<file path="config.mk">
export PLATFORM = sky130hd
export DESIGN_NAME = spm_ctrl
export DESIGN_NICKNAME = d
export VERILOG_FILES = /design/src/rtl/spm_ctrl_pkg.sv /design/src/rtl/spm.sv /design/src/rtl/spm_ctrl.sv
export SDC_FILE = /design/constraint.sdc
export NUM_CORES = 1
export LEC_CHECK = 0
export ABC_CLOCK_PERIOD_IN_PS = 4400
export CAP_MARGIN = 20
export CORE_ASPECT_RATIO = 1.75
export CORE_MARGIN = 2
export CORE_UTILIZATION = 40
export DETAILED_ROUTE_END_ITERATION = 16
export PLACE_DENSITY = 0.67
export SLEW_MARGIN = 20
export SYNTH_ARGS = -nofsm -noshare
export SYNTH_HDL_FRONTEND = slang
export SYNTH_HIERARCHICAL = 1
export SYNTH_SLANG_ARGS = --single-unit
</file>
<file path="constraint.sdc">
create_clock -name clk -period 4.4 [get_ports clk]
set_input_delay 0.66 -clock clk [delete_from_list [all_inputs] [get_ports clk]]
set_output_delay 0.66 -clock clk [all_outputs]
set_load 0.005 [all_outputs]
</file>
<file path="src/rtl/spm_ctrl_pkg.sv">
// Shared types and sizing for the serial-parallel multiplier controller.
package spm_ctrl_pkg;

  localparam int SPM_SIZE = 32;

  typedef enum logic [1:0] {
    IDLE  = 2'd0,
    CLEAR = 2'd1,
    RUN   = 2'd2,
    DONE  = 2'd3
  } state_t;

  // Counter must reach 2*size inclusive.
  function automatic int cnt_width(input int size);
    return $clog2(2 * size + 1);
  endfunction

endpackage

</file>
<file path="src/rtl/spm.sv">
// Serial-parallel signed multiplier: x in parallel, y serial LSB first,
// product bits out LSB first, registered one cycle behind y.
module spm #(
  parameter int SIZE = 32
) (
  input  logic            clk,
  input  logic            rst,
  input  logic [SIZE-1:0] x,
  input  logic            y,
  output logic            p
);

  logic [SIZE:0] r_acc;
  logic [SIZE:0] w_addend;
  logic [SIZE:0] w_sum;

  // One guard bit keeps the partial sum exact for any signed x.
  assign w_addend = y ? {x[SIZE-1], x} : '0;
  assign w_sum    = r_acc + w_addend;

  always_ff @(posedge clk or posedge rst) begin
    if (rst) begin
      r_acc <= '0;
      p     <= 1'b0;
    end else begin
      r_acc <= {w_sum[SIZE], w_sum[SIZE:1]};
      p     <= w_sum[0];
    end
  end

endmodule

</file>
<file path="src/rtl/spm_ctrl.sv">
// Request/response controller around the serial multiplier spm.
// valid/ready: a transfer happens on a rising edge where valid and ready are both high.
module spm_ctrl
  import spm_ctrl_pkg::*;
#(
  parameter int SIZE = SPM_SIZE
) (
  input  logic              clk,
  input  logic              rst,
  input  logic              req_valid,
  output logic              req_ready,
  input  logic [SIZE-1:0]   req_x,
  input  logic [SIZE-1:0]   req_y,
  output logic              rsp_valid,
  input  logic              rsp_ready,
  output logic [2*SIZE-1:0] rsp_p,
  output logic              busy,
  output state_t            dbg_state
);

  localparam int            CW   = cnt_width(SIZE);
  localparam logic [CW-1:0] LAST = CW'(2 * SIZE);

  state_t            r_state;
  logic [CW-1:0]     r_cnt;
  logic [SIZE-1:0]   r_x;
  logic [SIZE-1:0]   r_y;
  logic [2*SIZE-1:0] r_p;
  logic              r_clear;
  logic              r_req_ready;
  logic              r_rsp_valid;
  logic              r_busy;
  logic              w_spm_rst;
  logic              w_y_bit;
  logic              w_p_bit;

  // Clear comes straight from a flop so the multiplier reset is glitch-free.
  assign w_spm_rst = rst | r_clear;
  assign w_y_bit   = r_y[0];

  spm #(.SIZE(SIZE)) u_spm (
    .clk (clk),
    .rst (w_spm_rst),
    .x   (r_x),
    .y   (w_y_bit),
    .p   (w_p_bit)
  );

  always_ff @(posedge clk or posedge rst) begin
    if (rst) begin
      r_state     <= IDLE;
      r_cnt       <= '0;
      r_x         <= '0;
      r_y         <= '0;
      r_p         <= '0;
      r_clear     <= 1'b1;
      r_req_ready <= 1'b0;
      r_rsp_valid <= 1'b0;
      r_busy      <= 1'b0;
    end else begin
      case (r_state)
        IDLE: begin
          if (req_valid && r_req_ready) begin
            r_x         <= req_x;
            r_y         <= req_y;
            r_state     <= CLEAR;
            r_req_ready <= 1'b0;
            r_busy      <= 1'b1;
          end else begin
            r_req_ready <= 1'b1;
          end
        end
        CLEAR: begin
          r_state <= RUN;
          r_cnt   <= '0;
          r_clear <= 1'b0;
        end
        RUN: begin
          if (r_cnt != LAST) begin
            r_y <= {r_y[SIZE-1], r_y[SIZE-1:1]};
          end
          // spm output lags its input by one cycle, so capture starts at cnt 1.
          if (r_cnt != '0) begin
            r_p <= {w_p_bit, r_p[2*SIZE-1:1]};
          end
          if (r_cnt == LAST) begin
            r_state     <= DONE;
            r_cnt       <= '0;
            r_rsp_valid <= 1'b1;
          end else begin
            r_cnt <= r_cnt + CW'(1);
          end
        end
        DONE: begin
          if (rsp_ready) begin
            r_state     <= IDLE;
            r_rsp_valid <= 1'b0;
            r_busy      <= 1'b0;
            r_req_ready <= 1'b1;
            r_clear     <= 1'b1;
          end
        end
        default: r_state <= IDLE;
      endcase
    end
  end

  assign req_ready = r_req_ready;
  assign rsp_valid = r_rsp_valid;
  assign rsp_p     = r_p;
  assign busy      = r_busy;
  assign dbg_state = r_state;

endmodule

</file>
==> impl_table.tex <==
\begin{tabular}{lr}
\hline
Metric & Value \\
\hline
\multicolumn{2}{l}{\textbf{Outcome}} \\
Result of the run & finished clean \\
\multicolumn{2}{l}{\textbf{Global routing}} \\
Global-route wire length before repair & 31.89 mm \\
Largest net degree at the start of global routing & 73 \\
Global route overflow & 0 \\
Antenna violations before repair & 0 \\
GRT Resource Usage Total & 0.1769 \\
Via count of the first global-routing pass & around 6,400 \\
\multicolumn{2}{l}{\textbf{Route}} \\
Final ANT Viol Nets & 0 \\
TritonRoute pass-1 iters & 4 \\
Wire per inst & 15.60 um \\
Number of vias per cell & 5.109 \\
Post-route DRC violation count & 0 \\
Routed vias & approximately 6,300 \\
Routed wire length & 19.25 mm \\
Initial drt markers & about 250 \\
\multicolumn{2}{l}{\textbf{Worst setup path}} \\
Crit path required time & around 4.7 ns \\
Type of the setup path with the least slack & reg -> reg \\
Cells on worst reg2reg path & 10 \\
Worst path cell trace & buf\_4, and2\_1, fa\_1, a21oi\_1, o221ai\_1, o211ai\_1, a211oi\_2, a31oi\_1, o21ai\_1, xor2\_1 \\
Arr. time, crit path & 3.34 ns \\
Delay of the slowest cell on the worst path & 0.50 ns \\
Crit path max fanout & 20 \\
Nature of the critical path endpoint & register \\
Element type at the critical path start & register \\
Cell type of the slowest stage on the worst timing path & dfrtp\_1 \\
\multicolumn{2}{l}{\textbf{Yosys}} \\
Top post-synthesis cells by area & dfrtp\_1, mux2\_2, nand2\_1 \\
Mean post-synth cell area & 10.81 um\^{}2 \\
Number of distinct library cells after synthesis & 69 \\
Leading area contributor after synthesis & dfrtp\_1 \\
Mapped cell area & between 8000 and 9000 um\^{}2 \\
Ys async rst share & 1.000 \\
Area fraction of the dominant cell type after synthesis & 0.4973 \\
Commonest register cell after synthesis & dfrtp\_1 \\
Post-synth EDFFs & 0 \\
Yosys warning total & 6 \\
Sequential fraction of the synthesis area & 0.5003 \\
Cells after Synth & 805 \\
Total nets after synthesis & around 910 \\
Register bit total from synthesis & 174 \\
\multicolumn{2}{l}{\textbf{CTS}} \\
Library cell used as clock root buffer & clkbuf\_16 \\
Buffers from clock root to sink, at most & 2 \\
Clk\_lat worst skew & roughly 0.43 ns \\
CTS tree & built \\
TritonCTS Sinks & 174 \\
Post-cts gate resize count & 0 \\
CTS H-tree lvls & 4 \\
Setup Buffers After CTS & 0 \\
Clock Pin Slew Worst Setup and Hold Paths & roughly 0.070 ns \\
TritonCTS buffer count & 17 \\
\# hold bufs at CTS & 0 \\
\multicolumn{2}{l}{\textbf{Floorplan}} \\
Die Span X & $\sim$120 um \\
Initial standard-cell utilization of the core & 0.4066 \\
Number of I/O pins & 137 \\
Core ar. & 21,410 um\^{}2 \\
FP Rows & between 70 and 80 \\
Height of the die & 199.2 um \\
Overall die area & 23,010 um\^{}2 \\
\multicolumn{2}{l}{\textbf{STA}} \\
Number of hold violations in the final report & 0 \\
Worst clock skew & 0.008993 ns \\
Period Utilization, post-route & 0.6881 \\
Final period demand of the worst path & 3.028 ns \\
Fmax & 0.3303 GHz \\
Total setup violations reported at the end of the flow & 0 \\
RSZ-0062 raised after global routing & false \\
Sum of negative setup slack & 0 ns \\
Number of max-slew violations in the final report & 0 \\
Relative slew slack & 0.3572 \\
Transition time at the pin with the least slew margin & 0.9641 ns \\
\multicolumn{2}{l}{\textbf{Power and ir drop}} \\
Max VDD drop & 279.4 uV \\
Relative contribution of sequential cells to total power & 0.339 \\
Standby leakage power & 5.055 nW \\
Logic gate share of total power & 0.448 \\
Internal & roughly 4.3 mW \\
Switching power & 2.701 mW \\
Switching part of the total power & 0.3846 \\
Final total power & $\sim$7 mW \\
Clock share of power & 0.213 \\
Power per cell area & 644.6 nW/um\^{}2 \\
\multicolumn{2}{l}{\textbf{Place}} \\
Placement Cell Area & 10,320 um\^{}2 \\
Input/output buffers & approximately 140 \\
Final weighted congestion of routability-driven global placement & 0.9298 \\
Cell total after placement & 1,205 \\
Estimated wirelength of the detail-placed design & 13.85 mm \\
\multicolumn{2}{l}{\textbf{Layout}} \\
Final \#Nets & between 1,000 and 1,500 \\
Number of non-filler instances in the completed layout & 1,234 \\
Final Cell Area & around 11,000 um\^{}2 \\
Fraction of final layout cells with drive strength greater than 1 & 0.1486 \\
Syn-to-layout area delta & 25.12\% \\
Total inserted antenna cells & 0 \\
Share of the core filled with cells in the final layout & 0.5088 \\
\multicolumn{2}{l}{\textbf{Hold path}} \\
Class of the worst hold path & reg -> async \\
\multicolumn{2}{l}{\textbf{Flow run}} \\
MaxCap Viol Count & 0 \\
\hline
\end{tabular}
per-stage QoR:
stage | hold slack, ns | setup slack [ns]
5_1_grt | 0.4934 | 1.055
6_report | 0.4574 | 1.372
3_5_place_dp | 0.4565 | 1.324
2_1_floorplan | 0.4325 | 1.361
4_1_cts | 0.4745 | 1.299
3_3_place_gp | 0.4589 | 1.403
state kept, by name, indices dropped and copies added (netlist names):
signal,flops
req_ready,1
r_clear,1
r_x,32
r_cnt,7
r_y,32
u_spm/r_acc,32
dbg_state,2
u_spm/p,1
rsp_valid,1
busy,1
rsp_p,64
cells by family after synthesis:
family / count (synthesis) / share of synthesized area
AOI/OAI and AO/OA: 154 / 0.1285
xor gates and xnor gates: 30 / 0.03018
adders and majority gates: 40 / 0.05835
buffers and inverters: 58 / 0.03262
DFF: 174 / 0.5003
muxes: 83 / 0.1049
and+or+nand+nor: 266 / 0.1452
metal layers:
layer / wire [um] / global-route usage / vias up
met2: 10480 / 0.3197 / 137
met3: 659 / 0.03518 / 20
met1: 7806 / 0.2040 / 3076
met5: 0 / 0 / -
met4: 308 / 0.06381 / 0
li1: - / - / 3072
synthesized netlist by cell type, types with 3 or more instances:
| cell | instances |
|---|---|
| nor3_1 | 9 |
| buf_1 | 3 |
| dfrtp_1 | 173 |
| xor2_1 | 12 |
| buf_6 | 6 |
| nor2b_1 | 5 |
| ha_1 | 39 |
| o21a_1 | 3 |
| xnor2_1 | 18 |
| o22ai_1 | 6 |
| buf_2 | 11 |
| a21oi_2 | 3 |
| mux2_1 | 4 |
| nand2_1 | 142 |
| a211o_1 | 5 |
| clkbuf_1 | 14 |
| inv_1 | 22 |
| o211ai_1 | 9 |
| nand4_1 | 5 |
| nand3_1 | 15 |
| a21oi_1 | 34 |
| a31oi_1 | 4 |
| and2_1 | 32 |
| o21ai_0 | 38 |
| mux2i_1 | 17 |
| nand2b_1 | 4 |
| mux2_2 | 62 |
| or3_1 | 17 |
| a21o_1 | 11 |
| o221a_2 | 15 |
| nor2_1 | 21 |
| and3_1 | 3 |
power by group through the flow:
stage	sequential, mW	clock, mW	combinational (mW)
floorplan	2.31	0	2.51
global placement	2.40	0	3.11
detailed placement	2.41	0	3.16
CTS	2.39	1.54	3.18
global route	2.44	1.60	3.54
finish	2.38	1.50	3.15
final cells by class:
cell class	instances	area, um^2
fillers	1923	10520
inverters	22	86.33
multi-input cells	573	4080
clock buffers	18	439.2
clock inverters	11	132.6
well taps	292	365.4
flip-flops and latches	174	4355
repair buffers	144	1434
path summary, 6_finish.rpt:
path | slack (ns) | start | endpoint
setup / recovery | 1.37 | r_y[0]$_DFFE_PP0P_ | u_spm/r_acc[29]$_DFF_PP0_
hold / removal | 0.46 | r_clear$_DFFE_PP1P_ | u_spm/r_acc[1]$_DFF_PP0_
setup reg to reg | 1.37 | r_y[0]$_DFFE_PP0P_ | u_spm/r_acc[29]$_DFF_PP0_
hold reg to reg | 0.46 | r_clear$_DFFE_PP1P_ | u_spm/r_acc[1]$_DFF_PP0_
max in group asynchronous | 2.71 | rst | u_spm/r_acc[24]$_DFF_PP0_
min in group clk | 0.47 | r_x[7]$_DFFE_PP0P_ | r_x[7]$_DFFE_PP0P_
placed cells by master (no fill, tap or decap), types with 18 or more instances in the layout:
master,count
mux2_2,62
nand2_1,142
xnor2_1,18
a21oi_1,34
clkdlybuf4s50_1,136
dfrtp_1,173
and2_1,32
ha_1,38
o21ai_0,38
inv_1,21
nor2_1,21
worst max-delay path: cells and delay by family (launching register included):
kind,cells,cell delay [ns]
xor gates and xnor gates,1,0.16
adders and majority gates,1,0.44
DFF,1,0.50
AOI/OAI and AO/OA,6,1.37
and+or+nand+nor,1,0.19
buffers and inverters,1,0.26
Note: power is estimated with default switching activity, not from simulation.
